## src/rtl/ms_delay_timer.sv

```systemverilog
// ms_delay_timer: start/done millisecond delay service driven by the
// pluse_ms / pluse_us tick stream. A request aligns to the next ms boundary,
// counts load_ms whole milliseconds, then pulses done for one cycle.
// Optional tick-stream checker: define MS_TICK_CHECK_EN to verify that every
// ms period carries exactly 1000 us ticks (sticky tick_err).
//
// Handshake: start is a one-cycle request honoured only while busy is low and
// abort is low; done is a one-cycle completion pulse; abort cancels any
// pending delay (including a done in the same cycle).
module ms_delay_timer #(
    parameter int WIDTH = 16
) (
    input  logic             clk_sys,
    input  logic             rst_n,
    input  logic             pluse_ms,
    input  logic             pluse_us,
    input  logic             start,
    input  logic             abort,
    input  logic [WIDTH-1:0] load_ms,
    output logic             busy,
    output logic             done,
    output logic [WIDTH-1:0] remain_ms,
    output logic             tick_err
);

    typedef enum logic [1:0] {
        ST_IDLE = 2'd0,
        ST_SYNC = 2'd1,
        ST_RUN  = 2'd2,
        ST_DONE = 2'd3
    } state_e;

    localparam logic [WIDTH-1:0] ONE = {{(WIDTH-1){1'b0}}, 1'b1};

    state_e           state_q;
    logic [WIDTH-1:0] remain_q;
    logic             pluse_ms_d_q;
    logic             tick;
    logic             start_acc;

    // A ms tick is the rising edge of pluse_ms, however long it stays high.
    assign tick      = pluse_ms & ~pluse_ms_d_q;
    assign start_acc = (state_q == ST_IDLE) & start & ~abort;

    // Delay line for pluse_ms edge detection; cleared to 0 so a level that is
    // already high when reset releases still yields one tick.
    always_ff @(posedge clk_sys or negedge rst_n) begin
        if (!rst_n) begin
            pluse_ms_d_q <= 1'b0;
        end else begin
            pluse_ms_d_q <= pluse_ms;
        end
    end

    // Delay FSM: IDLE -> SYNC (align to ms boundary) -> RUN (count) -> DONE.
    always_ff @(posedge clk_sys or negedge rst_n) begin
        if (!rst_n) begin
            state_q  <= ST_IDLE;
            remain_q <= '0;
        end else if (abort && (state_q != ST_IDLE)) begin
            state_q  <= ST_IDLE;
            remain_q <= '0;
        end else begin
            case (state_q)
                ST_IDLE: begin
                    if (start_acc) begin
                        if (load_ms == '0) begin
                            state_q <= ST_DONE;
                        end else begin
                            remain_q <= load_ms;
                            state_q  <= ST_SYNC;
                        end
                    end
                end
                ST_SYNC: begin
                    // The aligning tick is not counted.
                    if (tick) begin
                        state_q <= ST_RUN;
                    end
                end
                ST_RUN: begin
                    // remain_q is at least 1 here, so it never wraps.
                    if (tick) begin
                        if (remain_q == ONE) begin
                            remain_q <= '0;
                            state_q  <= ST_DONE;
                        end else begin
                            remain_q <= remain_q - ONE;
                        end
                    end
                end
                ST_DONE: begin
                    state_q <= ST_IDLE;
                end
                default: begin
                    state_q <= ST_IDLE;
                end
            endcase
        end
    end

    assign busy      = (state_q != ST_IDLE);
    // abort in the DONE cycle swallows that cycle's completion pulse.
    assign done      = (state_q == ST_DONE) & ~abort;
    assign remain_ms = remain_q;

`ifdef MS_TICK_CHECK_EN
    logic [10:0] us_cnt_q;
    logic        chk_armed_q;
    logic        tick_err_q;
    logic [11:0] us_total;

    // us ticks seen in the ms period that this tick closes.
    assign us_total = {1'b0, us_cnt_q} + {11'd0, pluse_us};

    // Tick-stream checker: counts us ticks per ms and flags any period that is
    // not exactly 1000 us, once armed by a first tick.
    always_ff @(posedge clk_sys or negedge rst_n) begin
        if (!rst_n) begin
            us_cnt_q    <= '0;
            chk_armed_q <= 1'b0;
            tick_err_q  <= 1'b0;
        end else begin
            if (tick) begin
                us_cnt_q <= '0;
            end else if (pluse_us && (us_cnt_q != 11'h7FF)) begin
                us_cnt_q <= us_cnt_q + 11'd1;
            end
            if (start_acc) begin
                chk_armed_q <= 1'b0;
                tick_err_q  <= 1'b0;
            end else if (tick) begin
                chk_armed_q <= 1'b1;
                if (chk_armed_q && (us_total != 12'd1000)) begin
                    tick_err_q <= 1'b1;
                end
            end
        end
    end

    assign tick_err = tick_err_q;
`else
    logic unused_pluse_us;
    assign unused_pluse_us = pluse_us;
    assign tick_err        = 1'b0;
`endif

endmodule
```

## config.mk

```make
export PLATFORM = sky130hd
export DESIGN_NAME = ms_delay_timer
export DESIGN_NICKNAME = d
export VERILOG_FILES = /design/src/rtl/ms_delay_timer.sv
export SDC_FILE = /design/constraint.sdc
export NUM_CORES = 1
export LEC_CHECK = 0
export ABC_AREA = 1
export BUFFER_PORTS_ARGS = -buffer_cell sky130_fd_sc_hd__buf_2
export CAP_MARGIN = 40
export CORE_MARGIN = 2
export CORE_UTILIZATION = 53
export DETAILED_ROUTE_END_ITERATION = 6
export MAX_ROUTING_LAYER = met4
export PLACE_DENSITY_LB_ADDON = 0.08
export REMOVE_ABC_BUFFERS = 1
export SYNTH_ARGS = -nofsm -noshare
export SYNTH_HDL_FRONTEND = slang
export SYNTH_SLANG_ARGS = --single-unit
```

## constraint.sdc

```tcl
create_clock -name clk_sys -period 2.3 [get_ports clk_sys]
set_clock_uncertainty 0.05 [all_clocks]
set_input_delay 0.115 -clock clk_sys [delete_from_list [all_inputs] [get_ports clk_sys]]
set_output_delay 0.115 -clock clk_sys [all_outputs]
set_load 0.005 [all_outputs]
```

==> metrics.yaml <==
logic_synthesis:
  synth_top_area_cell: "dfrtp_1"
  syn_inst: 254
  synthArstFlopShare_pct: 100
  synth.distinct_cells: 26
  yosys_warnings: 0
  synth_area_per_cell_um2: 6.22
  synth_area_um2: 1580
  synth-seq-cells: 19
  synth_top_area_share_pct: 30.1
  synthTopCellsByArea: "dfrtp_1, nand2_1, nor2_1"
  synth-edff-count: 0
  seq_area_frac_synth_pct: 30.1
  synth_ff_type: "dfrtp_1"
clock_network:
  cts.path.max_buffers: 2
  clkTransAtPathRegs_ps: 110
  cts.sinks: 19
  cts_hold_buf: 2
  cts_htree_levels: 1
  clockRootBuffer: "clkbuf_4"
  cts-resized-gates: 0
  numCtsBuffers: 3
  cts_setup_buffers: 0
  cts_tree: "done"
  insertion_delay_ps: 290
sta:
  setup_viol: 0
  fmax_mhz: 513
  hold_slack_ps: 62.2
  final.period_utilization_pct: 84.7
  drv_slew: 0
  fin_ws_ps: 351
  setup-tns-final_ps: 0
  min_period_ps: 1950
  final_hold_viol_count: 0
  rsz0062_at_grt: "no"
route:
  drt-total-wl_um: 3680
  drc: 4
  wl_per_cell_um: 11.3
  drt_first_pass_iters: 6
  via_per_inst: 4.96
  dr.first_iter.drc_count: 109
  drtAntennaViolNets: 0
  num_vias: 1611
floorplan:
  row_count: 19
  core_um2: 2810
  dieArea_um2: 3430
  start_util_pct: 56.3
  dieHeight_um: 58.6
  die_w_um: 58.6
  ioPinCount: 41
outcome:
  violations: "design-rule violations"
  status: "complete, but fails checks"
placed_design:
  pre_cts_ws_ps: 360
  place_congestion: 0.870
  place_area_um2: 1780
  port_buffers: 38
  dpl.hpwl_um: 2790
global_route:
  grt_pass1_vias: 1402
  track_usage_pct: 24.1
  overflow: 0
  grt_start_max_net_pins: 20
  grt_pass1_wl_um: 6220
  grt_antenna_before_repair: 0
flow_run:
  max-cap-violations: 0
layout:
  syn2layout_area_growth_pct: 15.4
  diodes: 0
  final_nets: 324
  fin_area_um2: 1820
  final_util_pct: 65.0
  fillers: 278
  drive_gt1_share_pct: 19.0
power:
  powerDensity_nw_per_um2: 1250
  power.leakage_uw: 0.00107
  vdd_drop_max_uv: 687
worst_setup_path:
  worstSetupEndpointType: "register"
  r2r_slack_ps: 350
  reg2reg_from: "state_q[0]"
  arrival_ps: 2140
  cp.required_ps: 2490
  crit_fanout: 17
  critPathLaunchType: "register"
  critPathKind: "reg -> reg"
  crit_path_start: "state_q[0]"
worst_hold_path:
  min_path_type: "in -> reg"
  min_from: "load_ms[10]"
[worst max-delay path, stage by stage, from the launching register on]
cell,delay (ps)
dfrtp_1,430
inv_1,120
ha_1,400
nor3_1,130
nor2_2,170
nand2_4,170
nor2_8,260
nand2_1,100
nand2_1,60
[worst paths after layout]
kind,end,cells past startpoint
hold reg to reg,state_q[1],2
hold / removal,remain_ms[10],5
max in group asynchronous,remain_ms[6],2
setup reg to reg,remain_ms[6],8
min in group asynchronous,remain_ms[10],2
setup / recovery,remain_ms[6],8
[layout make-up]
| class | instances | area (um2) | area share [%] |
|---|---|---|---|
| clock buffer | 4 | 26.3 | 1.44 |
| inverter | 27 | 101 | 5.56 |
| multi-input combinational | 203 | 965 | 52.9 |
| sequential | 19 | 475 | 26.1 |
| tap | 31 | 38.8 | 2.13 |
| timing repair buffer | 41 | 218 | 11.9 |
[logic make-up after synthesis]
kind of cell    synth area share (%)
simple gates                    47.9
buf+inv                         8.87
flops                           30.1
compound gates                  4.04
fa+ha+maj                       5.54
xor+xnor                        3.33
other cells                    0.237
[routing by layer]
metal  up-vias  GRT usage [%]  routed length, um
met2        32           37.7               1770
met3         6           2.20                120
li1        849              -                  -
met5         -              -                  0
met1       724           32.7               1740
met4         0           8.44                 49
[registers in the layout, indices dropped and copies added, names as in the netlist]
register,cells
pluse_ms_d_q,1
remain_ms,16
state_q,2
[cell usage in the layout (no fill, tap or decap), types with 4 or more instances in the layout]
cell type,netlist,layout
o22ai_1,4,4
ha_1,7,7
inv_1,26,26
nand2_1,117,117
nor2_1,30,30
nand3_1,17,17
xor2_1,4,4
buf_2,1,38
dfrtp_1,19,19
o21ai_0,5,5
nand2_2,4,4
[Yosys cell counts (2+ instances only)]
cell	n
buf_6	2
dfrtp_1	19
ha_1	7
inv_1	26
nand2_1	117
nand2_2	4
nand3_1	17
nor2_1	30
nor2_2	3
nor2_4	2
o21ai_0	5
o22ai_1	4
xnor2_1	2
xor2_1	4
[stage by stage]
step / total power (uW) / cells
after global routing: 2550 / 325
after floorplan: 1690 / 249
final: 2270 / 325
after CTS: 2290 / 325
after global placement: 2080 / 319
after detailed placement: 2110 / 319
[power by group]
part / internal, uW / switching, uW / total [uW]
logic: 533 / 886 / 1420
registers: 480 / 203 / 682
clock network: 67.5 / 104 / 171
(Power assumes the default switching activity.)
